`src/rtl/lsu_rmw.sv`:
```
// lsu_rmw: RV32I load/store unit in front of a word-only data memory.
// Byte and halfword stores are done as read-modify-write of the containing
// word. Loads extract and extend the addressed lane from a full-word read.
//
//   state  | meaning
//   -------+--------------------------------------------------------------
//   IDLE   | ready for a request; the only state that accepts one
//   RD     | aligned address presented with mem_rw=0
//   CAP    | mem_rdata holds the word; extract the load value or merge the store
//   WR     | mem_rw=1, full merged (or SW) word driven to memory
//   RESP   | rsp_valid pulse with rsp_rdata / rsp_err
module lsu_rmw #(
  parameter int unsigned MEM_BYTES = 1024
) (
  input  logic        clk,
  input  logic        rst_n,
  input  logic        req_valid,
  output logic        req_ready,
  input  logic        req_we,
  input  logic [2:0]  req_funct3,
  input  logic [31:0] req_addr,
  input  logic [31:0] req_wdata,
  output logic        rsp_valid,
  output logic [31:0] rsp_rdata,
  output logic        rsp_err,
  output logic [31:0] mem_addr,
  output logic [31:0] mem_wdata,
  output logic        mem_rw,
  input  logic [31:0] mem_rdata
);

  typedef enum logic [2:0] {
    S_IDLE,
    S_RD,
    S_CAP,
    S_WR,
    S_RESP
  } state_t;

  state_t state, state_nxt;

  // Request fields kept after accept; only the bits used later are stored.
  logic        we_q;
  logic [2:0]  f3_q;
  logic [1:0]  lane_q;
  logic [15:0] wdata_q;
  logic        err_q;
  logic [31:0] res_q;
  logic [31:0] mem_addr_q;
  logic [31:0] mem_wdata_q;

  logic        accept;
  logic        f3_legal;
  logic        misalign;
  logic        out_of_range;
  logic        req_err;
  logic        req_is_sw;
  logic [31:0] addr_aligned;
  logic [7:0]  byte_sel;
  logic [15:0] half_sel;
  logic [31:0] load_val;
  logic [31:0] merge_val;

  assign accept       = req_valid && (state == S_IDLE);
  assign addr_aligned = {req_addr[31:2], 2'b00};
  assign out_of_range = (addr_aligned >= 32'(MEM_BYTES));
  assign req_is_sw    = req_we && (req_funct3 == 3'd2);
  assign req_err      = !f3_legal || misalign || out_of_range;

  // Legal funct3 depends on direction; misalignment by access size.
  always_comb begin
    f3_legal = 1'b0;
    misalign = 1'b0;
    if (req_we) begin
      f3_legal = (req_funct3 == 3'd0) || (req_funct3 == 3'd1) || (req_funct3 == 3'd2);
    end else begin
      case (req_funct3)
        3'd0, 3'd1, 3'd2, 3'd4, 3'd5: f3_legal = 1'b1;
        default:                      f3_legal = 1'b0;
      endcase
    end
    if (req_funct3[1:0] == 2'b01) begin
      misalign = req_addr[0];
    end else if (req_funct3[1:0] == 2'b10) begin
      misalign = (req_addr[1:0] != 2'b00);
    end
  end

  // Lane selection and sign/zero extension of the captured word.
  always_comb begin
    byte_sel = mem_rdata[7:0];
    case (lane_q)
      2'd0:    byte_sel = mem_rdata[7:0];
      2'd1:    byte_sel = mem_rdata[15:8];
      2'd2:    byte_sel = mem_rdata[23:16];
      default: byte_sel = mem_rdata[31:24];
    endcase
    half_sel = lane_q[1] ? mem_rdata[31:16] : mem_rdata[15:0];
    case (f3_q)
      3'd0:    load_val = {{24{byte_sel[7]}}, byte_sel};
      3'd1:    load_val = {{16{half_sel[15]}}, half_sel};
      3'd4:    load_val = {24'h0, byte_sel};
      3'd5:    load_val = {16'h0, half_sel};
      default: load_val = mem_rdata;
    endcase
  end

  // Replace the addressed byte/half of the captured word, keep the rest.
  always_comb begin
    merge_val = mem_rdata;
    if (f3_q[1:0] == 2'b00) begin
      case (lane_q)
        2'd0:    merge_val[7:0]   = wdata_q[7:0];
        2'd1:    merge_val[15:8]  = wdata_q[7:0];
        2'd2:    merge_val[23:16] = wdata_q[7:0];
        default: merge_val[31:24] = wdata_q[7:0];
      endcase
    end else if (lane_q[1]) begin
      merge_val[31:16] = wdata_q;
    end else begin
      merge_val[15:0] = wdata_q;
    end
  end

  // State register.
  always_ff @(posedge clk or negedge rst_n) begin
    if (!rst_n) begin
      state <= S_IDLE;
    end else begin
      state <= state_nxt;
    end
  end

  // Next state and state-decoded handshake/strobe outputs.
  always_comb begin
    state_nxt = state;
    req_ready = 1'b0;
    mem_rw    = 1'b0;
    rsp_valid = 1'b0;
    case (state)
      S_IDLE: begin
        req_ready = 1'b1;
        if (req_valid) begin
          if (req_err)        state_nxt = S_RESP;
          else if (req_is_sw) state_nxt = S_WR;
          else                state_nxt = S_RD;
        end
      end
      S_RD:  state_nxt = S_CAP;
      S_CAP: state_nxt = we_q ? S_WR : S_RESP;
      S_WR: begin
        mem_rw    = 1'b1;
        state_nxt = S_RESP;
      end
      S_RESP: begin
        rsp_valid = 1'b1;
        state_nxt = S_IDLE;
      end
      default: state_nxt = S_IDLE;
    endcase
  end

  // Request latch, memory address/data and load result registers.
  // Errored requests leave mem_addr/mem_wdata untouched.
  always_ff @(posedge clk or negedge rst_n) begin
    if (!rst_n) begin
      we_q        <= 1'b0;
      f3_q        <= 3'd0;
      lane_q      <= 2'd0;
      wdata_q     <= 16'h0;
      err_q       <= 1'b0;
      res_q       <= 32'h0;
      mem_addr_q  <= 32'h0;
      mem_wdata_q <= 32'h0;
    end else if (accept) begin
      we_q    <= req_we;
      f3_q    <= req_funct3;
      lane_q  <= req_addr[1:0];
      wdata_q <= req_wdata[15:0];
      err_q   <= req_err;
      res_q   <= 32'h0;
      if (!req_err) begin
        mem_addr_q <= addr_aligned;
        if (req_is_sw) mem_wdata_q <= req_wdata;
      end
    end else if (state == S_CAP) begin
      if (we_q) mem_wdata_q <= merge_val;
      else      res_q       <= load_val;
    end
  end

  assign rsp_rdata = res_q;
  assign rsp_err   = (state == S_RESP) && err_q;
  assign mem_addr  = mem_addr_q;
  assign mem_wdata = mem_wdata_q;

endmodule

```
`config.mk`:
```
export PLATFORM = sky130hd
export DESIGN_NAME = lsu_rmw
export DESIGN_NICKNAME = d
export VERILOG_FILES = /design/src/rtl/lsu_rmw.sv
export SDC_FILE = /design/constraint.sdc
export NUM_CORES = 1
export LEC_CHECK = 0
export BUFFER_PORTS_ARGS = -buffer_cell sky130_fd_sc_hd__buf_4
export CAP_MARGIN = 25
export CORE_ASPECT_RATIO = 0.6
export CORE_MARGIN = 3
export CORE_UTILIZATION = 46
export CTS_CLUSTER_SIZE = 25
export DETAILED_ROUTE_END_ITERATION = 16
export GPL_TIMING_DRIVEN = 0
export PLACE_DENSITY = 0.77
export SYNTH_ARGS = -nofsm -noshare
export SYNTH_HDL_FRONTEND = slang
export SYNTH_SLANG_ARGS = --single-unit
export TNS_END_PERCENT = 1
```
`constraint.sdc`:
```
create_clock -name clk -period 2.05 [get_ports clk]
set_input_delay 0.41 -clock clk [delete_from_list [all_inputs] [get_ports clk]]
set_output_delay 0.41 -clock clk [all_outputs]
set_load 0.02 [all_outputs]
```
==> results of run 1 <==
==> power breakdown <==
group,internal (W),switching [W],total [W]
clock,0.00211,0.00105,0.00316
combinational,0.000562,0.000780,0.00134
sequential,0.00247,0.000102,0.00257
==> stage by stage <==
| step | setup WS [ns] | util, % |
|---|---|---|
| global route | -0.07152 | 70.07 |
| finish | -0.01039 | 70.07 |
| CTS | -0.09200 | 69.20 |
| global placement | -0.3988 | 61.86 |
| detailed placement | -0.4887 | 62.12 |
| floorplan | -0.05763 | - |
==> final cells by class <==
cell class                      count  area, um2  area share, %
Sequential cell                   120       3005          35.11
Clock buffer                       22      474.2          5.539
Inverter                            6      22.52         0.2631
Tap cell                          165      206.4          2.412
Multi-Input combinational cell    400       2746          32.08
Clock inverter                      8      145.1          1.695
Timing Repair Buffer              222       1732          20.23
Buffer                             39      229.0          2.675
==> how the worst min path moves through the flow <==
stage / startpoint / endpoint / depth (start not counted)
after CTS: req_wdata[0] / wdata_q[0] / 3
after global routing: req_addr[7] / mem_addr[7] / 2
after floorplan: rst_n / err_q / 0
final: req_wdata[3] / wdata_q[3] / 3
after global placement: wdata_q[8] / wdata_q[8] / 2
after detailed placement: rst_n / mem_wdata[2] / 1
==> kinds of logic (layout without fill, tap and decap cells) <==
| family | after synthesis | count (layout) | synth area share [%] |
|---|---|---|---|
| AO/OA/AOI/OAI | 147 | 147 | 16.63 |
| flip-flops | 120 | 120 | 51.45 |
| multiplexers | 50 | 50 | 10.12 |
| buffers and inverters | 47 | 297 | 3.880 |
| other | 1 | 2 | 0.06425 |
| AND/OR/NAND/NOR | 201 | 201 | 17.86 |
==> cells in the mapped netlist (2+ instances only) <==
master / instances
nand2_1: 87
nand3_1: 8
mux2i_1: 17
mux2_4: 7
mux2_2: 10
nor3_1: 3
nand2b_1: 18
dfrtp_1: 120
a32oi_1: 16
a22o_1: 22
buf_4: 3
and2_1: 23
o21ai_0: 44
mux4_2: 2
a21oi_1: 24
o21ai_1: 8
a21boi_0: 7
o211ai_1: 8
inv_1: 5
a22oi_1: 6
buf_1: 5
clkbuf_1: 25
mux2_1: 14
and3_1: 2
buf_6: 3
or4b_2: 8
nand3b_1: 2
buf_2: 4
nor2_1: 31
nor4_1: 5
o21a_1: 3
==> flip-flops by register name, indices dropped and copies added (netlist names) <==
signal	flops
state	3
f3_q	3
err_q	1
lane_q	2
mem_wdata	32
we_q	1
mem_addr	30
wdata_q	16
rsp_rdata	32
==> timing repair <==
| action | 4_1_cts | 5_1_grt |
|---|---|---|
| buffers inserted | 14 | 5 |
| pin swaps | 2 | 1 |
| gates cloned | 1 | 0 |
| endpoints found under the setup margin | 109 | 93 |
| hold endpoints to repair | 21 | 0 |
| hold buffers | 1 | 0 |
| resized for setup | 30 | 38 |
==> worst max-delay path: stages, from the launching register on <==
cell and delay, ns:
dfrtp_1 0.37, buf_6 0.12, buf_4 0.14, buf_6 0.13
inv_2 0.05, and3_4 0.18, and2_4 0.14, buf_6 0.11
==> per-layer routing <==
metal	vias to the layer above	GRT usage, %	share of wire [%]
met2	361	40.52	43
met1	2739	42.45	44
met4	0	9.351	1.6
met3	32	9.637	12
li1	2503	-	-
met5	-	0	0
==> impl_metrics.yaml, run 1 <==
run_status:
  status: "complete, but fails checks"
  violations: "negative setup slack"
place:
  place_congestion: 0.9102
  placedCellCount: 933
  portBuffers: 200
  dp_hpwl_um: 15190
  place_area_um2: 7590
global_routing:
  grt_pass1_vias: 5648
  grt_max_degree: 100
  grt_remaining_overflow: 0
  grt_pass1_wl_um: 31030
  grt.total_usage_pct: 29.03
  antenna_found_initial: 0
cells_and_area:
  nets: 909
  fill_cells: 922
  area_growth_syn_to_layout_pct: 46.67
  final_cell_mix: "buf_4 (215), dfrtp_1 (118), nand2_1 (87)"
  diodes: 0
  design_area_um2: 8561
  instances_no_fill: 982
  final_common_cell: "buf_4"
  drive_gt1_share_pct: 41.49
worst_setup_path:
  crit_end: "rsp_err"
  path_class: "reg -> out"
  cp.arrival_ns: 1.65
  startpoint: "state[0]"
  r2r_setup_slack_ns: 0
  crit-reg2reg-launch: "state[0]"
  r2r_cells: 8
  start_kind: "flop"
  cp.required_ns: 1.64
  critPathMaxFanout: 4
  r2r_end: "mem_wdata[18]"
  worst_setup_path_end_kind: "output pin"
floorplanning:
  fp.dieH_um: 93.26
  io_pins: 203
  dieWidth_um: 151.4
  coreArea_um2: 12220
  start_util_pct: 47.77
  row_count: 31
  die_area_um2: 14120
logic_synthesis:
  synthTopCellsByArea: "dfrtp_1 (51%), nand2_1 (5.6%), o21ai_0 (3.8%)"
  yosysWarnings: 0
  ys_ff_latch: 120
  yosysUniqueCellTypes: 57
  synth_top_area_share_pct: 51.45
  synth.largest_area_cell: "dfrtp_1"
  synthFlopType: "dfrtp_1"
  async_flop_share_pct: 100.0
  ys_seq_area_share_pct: 51.45
  synth_edf_count: 0
  syn_area_per_cell_um2: 10.31
  syn_area_um2: 5837
  synthCells: 566
clocking:
  cts_tree: "done"
  clk_pin_slew_ns: 0.05
  cts.sinks: 120
  htreeDepth: 4
  cts_buffers: 17
  clk_latency_ns: 0.41
  clk_path_buf_depth: 2
  cts_root_buf: "clkbuf_16"
sta:
  period_share_pct: 100.5
  fin_skew_ns: 0.007505
  min_period_ns: 2.060
  rsz0062_at_grt: "true"
  worst_pin_slew_ns: 0.6235
  fmax_ghz: 0.4853
  fin_hold_ws_ns: 0.2146
  slew_headroom_pct: 58.43
  fin_tns_setup_ns: -0.01825
  hold_viol_final: 0
  drv_slew: 0
  setup_slack_ns: -0.01039
  finalSetupViolCount: 3
run:
  drv_cap: 0
power:
  ir_drop_uv: 580.3
  power_density_nw_per_um2: 827.0
  power.leakage_nw: 4.203
  power_w: 0.007080
min_path:
  hp-class: "in -> reg"
drt:
  drt_pass1_iterations: 6
  ant_nets: 0
  wire_per_inst_um: 21.01
  vias: 5635
  drc: 0
  drt_wl_total_um: 20630
  vias_per_cell: 5.738
  initialDrtViolationCount: 438
(Power assumes the default switching activity.)
==> run 2: changes to the inputs <==
ABC_AREA = 1   (was default)
CORE_UTILIZATION = 47   (was 46)
==> impl_metrics.yaml, run 2 <==
run_status:
  status: "complete, no violations"
place:
  portBuffers: 200
  place_area_um2: 8584
  dp_hpwl_um: 19270
  place_congestion: 0.9556
clocking:
  cts_buffers: 17
  cts_tree: "done"
  clk_pin_slew_ns: 0.06
  cts.sinks: 120
  cts_root_buf: "clkbuf_16"
  htreeDepth: 4
  clk_latency_ns: 0.42
  clk_path_buf_depth: 2
logic_synthesis:
  synth.largest_area_cell: "dfrtp_1"
  synth_most_common_cell: "nand2_1"
  async_flop_share_pct: 100.0
  synth_edf_count: 0
  syn_area_um2: 6808
  yosysWarnings: 0
  ys_ff_latch: 120
  synthTopCellsByCount: "nand2_1 (357), nand3_1 (147), dfrtp_1 (120), o21ai_0 (69), nand4_1 (37)"
  synthCells: 950
  ys_seq_area_share_pct: 44.11
  yosysUniqueCellTypes: 31
  synth_top_area_share_pct: 44.11
  synthTopCellsByArea: "dfrtp_1 (44%), nand2_1 (20%), nand3_1 (11%)"
  syn_area_per_cell_um2: 7.166
  synthFlopType: "dfrtp_1"
min_path:
  worstHoldEndpoint: "mem_addr[7]"
  holdPathStages: 3
  hp-start: "req_addr[7]"
  hp-class: "in -> reg"
power:
  power_density_nw_per_um2: 1186
  power.leakage_nw: 4.866
  ir_drop_uv: 613.5
  power_w: 0.01093
drt:
  vias_per_cell: 5.566
  initialDrtViolationCount: 923
  drt_pass1_iterations: 6
  vias: 7665
  drt_wl_total_um: 25060
  ant_nets: 0
  wire_per_inst_um: 18.20
  drc: 0
floorplanning:
  fp.dieH_um: 99.23
  row_count: 33
  io_pins: 203
  coreArea_um2: 13910
  die_area_um2: 16010
  start_util_pct: 48.93
  dieWidth_um: 161.4
sta:
  fin_hold_ws_ns: 0.2057
  finalSetupViolCount: 0
  period_share_pct: 92.69
  min_period_ns: 1.900
  fin_tns_setup_ns: 0
  slew_headroom_pct: 55.89
  hold_viol_final: 0
  fin_skew_ns: 0.01023
  drv_slew: 0
  fmax_ghz: 0.5263
  worst_pin_slew_ns: 0.6616
  rsz0062_at_grt: "false"
cells_and_area:
  fill_cells: 1257
  final_common_cell: "nand2_1"
  nets: 1275
  diodes: 0
  final_cell_mix: "nand2_1 (357), buf_4 (206), nand3_1 (147)"
  design_area_um2: 9216
  fin_util_pct: 66.24
  drive_gt1_share_pct: 28.35
  area_growth_syn_to_layout_pct: 35.38
global_routing:
  grt_pass1_vias: 7245
  grt_max_degree: 84
  antenna_found_initial: 0
  grt_remaining_overflow: 0
  grt_pass1_wl_um: 39200
  grt.total_usage_pct: 31.25
worst_setup_path:
  path_class: "reg -> reg"
  cp.arrival_ns: 2.21
  r2r_end: "mem_wdata[18]"
  r2r_cells: 9
  crit-reg2reg-launch: "state[0]"
  r2r_setup_slack_ns: 0.15
  worst_setup_path_end_kind: "flop"
  cp.required_ns: 2.36
  critPathMaxFanout: 10
  start_kind: "flop"
run:
  drv_cap: 0
run 2: cell types whose count changed in the layout (fill, tap and decap cells not counted), sizes merged, moves of 22 or more:
cell   previous run  this run
nand2            87       363
nand3             9       149
inv               5        72
nand4             2        38
o21ai            52        86
mux2             31         0
and2             23         0
a22o             22         0
run 2: what timing repair did:
action,in CTS,in global routing
hold buffers,1,0
setup buffers,0,0
gates cloned,0,0
hold endpoints to repair,37,0
gates resized for setup,1,2
setup endpoints to repair,9,32
run 2: layout make-up:
| cell class | count | area [um2] | share of cell area (%) |
|---|---|---|---|
| clock buffer | 17 | 425.4 | 4.616 |
| sequential | 120 | 3003 | 32.58 |
| multi-input combinational | 703 | 3253 | 35.30 |
| tap | 192 | 240.2 | 2.607 |
| buffer | 62 | 315.3 | 3.421 |
| clock inverter | 15 | 188.9 | 2.050 |
| timing repair buffer | 202 | 1543 | 16.74 |
| inverter | 66 | 247.7 | 2.688 |
run 2: stage by stage:
stage	setup WS, ns	cells
after floorplan	0.4142	951
after global placement	-0.1186	1343
after detailed placement	-0.1399	1344
after CTS	0.06532	1377
after global routing	0.007481	1377
final	0.1498	1377
run 2: power breakdown:
group | leakage [nW] | internal (W) | switching [W]
logic | 3.10 | 0.00153 | 0.00321
clock network | 0.301 | 0.00194 | 0.00119
registers | 1.47 | 0.00260 | 0.000456
total | 4.87 | 0.00607 | 0.00486
run 2: worst max-delay path by stage:
stage               endpoint      from  depth (start not counted)
4_1_cts        rsp_rdata[30]  state[2]                          6
2_1_floorplan    mem_addr[2]  state[1]                         10
5_1_grt         mem_wdata[4]  state[1]                          9
3_5_place_dp   rsp_rdata[30]  state[2]                          6
3_3_place_gp   rsp_rdata[30]  state[2]                          6
6_report       mem_wdata[18]  state[0]                          9
run 2: layer usage:
layer | up-vias | share of wire [%] | global-route usage (%)
met5 | - | 0 | 0
met4 | 0 | 1.3 | 6.081
met3 | 33 | 13 | 10.03
met2 | 470 | 41 | 44.43
met1 | 3599 | 45 | 46.82
li1 | 3563 | - | -
run 2: kinds of logic after synthesis:
group	after synthesis	share of synthesized area [%]
and+or+nand+nor	595	38.61
buffers and inverters	128	8.252
other	1	0.05508
AOI/OAI and AO/OA	106	8.969
DFF	120	44.11
run 2: worst max-delay path, stage by stage, from the launching register on:
cell and delay, ns:
dfrtp_1 0.39, inv_2 0.10, nand2_2 0.09, nor2_2 0.19
nand2_2 0.10, inv_2 0.07, nand4_1 0.31, clkbuf_1 0.34
nand3_1 0.14, nand2_1 0.06
==> run 3: changes to the inputs <==
ABC_AREA = default   (was 1)
CORE_ASPECT_RATIO = default   (was 0.6)
CORE_UTILIZATION = 46   (was 47)
CTS_CLUSTER_DIAMETER = 120   (was default)
==> impl_metrics.yaml, run 3 (synthesis gave the netlist of run 1 again) <==
run_status:
  status: "complete, but fails checks"
  violations: "negative hold slack, negative setup slack"
cells_and_area:
  final_common_cell: "buf_4"
  fill_cells: 1004
  area_growth_syn_to_layout_pct: 44.87
  design_area_um2: 8456
  diodes: 0
  final_cell_mix: "buf_4 (210), dfrtp_1 (119), nand2_1 (87)"
  drive_gt1_share_pct: 39.11
  instances_no_fill: 976
  nets: 898
worst_setup_path:
  path_class: "reg -> reg"
  cp.arrival_ns: 2.41
  critPathMaxFanout: 6
  r2r_cells: 8
  worst_setup_path_end_kind: "flop"
  start_kind: "flop"
  cp.required_ns: 2.35
sta:
  slew_headroom_pct: 55.16
  fmax_ghz: 0.4731
  min_period_ns: 2.114
  finalSetupViolCount: 20
  setup_slack_ns: -0.06393
  fin_hold_ws_ns: -0.01354
  fin_skew_ns: 0.006683
  hold_viol_final: 14
  period_share_pct: 103.1
  worst_pin_slew_ns: 0.6726
  rsz0062_at_grt: "true"
  drv_slew: 0
  fin_tns_setup_ns: -0.7449
clocking:
  postCtsHoldBufs: 0
  cts_root_buf: "clkbuf_16"
  clk_path_buf_depth: 2
  cts_buffers: 17
  htreeDepth: 4
  clk_latency_ns: 0.42
  cts_tree: "done"
  cts.sinks: 120
  clk_pin_slew_ns: 0.05
drt:
  drt_pass1_iterations: 5
  drc: 0
  wire_per_inst_um: 19.04
  initialDrtViolationCount: 374
  vias_per_cell: 5.559
  ant_nets: 0
  vias: 5426
  drt_wl_total_um: 18580
run:
  drv_cap: 0
global_routing:
  grt_max_degree: 67
  grt.total_usage_pct: 26.01
  grt_pass1_wl_um: 29240
  grt_remaining_overflow: 0
  antenna_found_initial: 0
  grt_pass1_vias: 5617
floorplanning:
  io_pins: 203
  fp.dieH_um: 118.6
  coreArea_um2: 12210
  dieWidth_um: 118.6
  die_area_um2: 14080
  start_util_pct: 47.80
  row_count: 40
power:
  ir_drop_uv: 586.0
  power.leakage_nw: 4.146
  power_density_nw_per_um2: 849.6
place:
  placedCellCount: 937
  portBuffers: 200
  place_congestion: 0.9351
  dp_hpwl_um: 14010
  place_area_um2: 7601
min_path:
  hp-class: "in -> async"
-- run 3: final timing paths --
kind / from / slack [ns] / end
min in group clk: req_wdata[4] / 0.20 / wdata_q[4]
setup reg to reg: state[0] / -0.06 / mem_wdata[1]
hold reg to reg: wdata_q[8] / 0.48 / wdata_q[8]
hold / removal: rst_n / -0.01 / rsp_rdata[19]
setup / recovery: state[0] / -0.06 / mem_wdata[1]
max in group asynchronous: rst_n / 1.38 / mem_addr[26]
-- run 3: repair_timing --
action | in CTS | in global routing
setup endpoints to repair | 69 | 73
pin swaps | 0 | 4
setup buffers | 2 | 6
gates resized for setup | 12 | 34
cloned | 0 | 1
-- run 3: routing by layer --
layer | part of all wire [%] | track usage [%] | vias up
li1 | - | - | 2477
met1 | 40 | 32.69 | 2635
met2 | 48 | 41.95 | 269
met3 | 9.2 | 8.421 | 45
met4 | 3.2 | 9.776 | 0
met5 | 0 | 0 | -
-- run 3: where the power goes --
part / total, W / internal [W] / switching, W
Clock: 0.00334 / 0.00230 / 0.00104
Combinational: 0.00128 / 0.000536 / 0.000743
Sequential: 0.00256 / 0.00247 / 0.0000903
-- run 3: through the flow --
| stage | setup WS [ns] | utilization, % | hold WS, ns | power, W |
|---|---|---|---|---|
| 2_1_floorplan | -0.05763 | - | 0.1144 | 0.003281 |
| 3_3_place_gp | -0.5047 | 61.93 | 0.4636 | 0.003776 |
| 3_5_place_dp | -0.3570 | 62.24 | 0.4522 | 0.003813 |
| 4_1_cts | -0.1286 | 68.01 | 0.01141 | 0.007172 |
| 5_1_grt | -0.1554 | 69.24 | 0.01925 | 0.007447 |
| 6_report | -0.06393 | 69.24 | -0.01354 | 0.007184 |
-- run 3: worst max-delay path, stage by stage, from the launching register on --
cell and delay (ns):
dfrtp_1 0.37, buf_6 0.14, or4b_4 0.59, nor2_4 0.13, nand4_4 0.08, nand2b_1 0.10
buf_6 0.15, buf_4 0.12, mux2_2 0.33
-- run 3: cell type report --
cell class,count,area [um2],share of cell area (%)
Buffer,39,230.2,2.723
Clock buffer,23,457.9,5.416
Clock inverter,9,195.2,2.308
Inverter,6,22.52,0.2664
Multi-Input combinational cell,400,2706,32.01
Sequential cell,120,3004,35.53
Tap cell,168,210.2,2.486
Timing Repair Buffer,211,1629,19.27
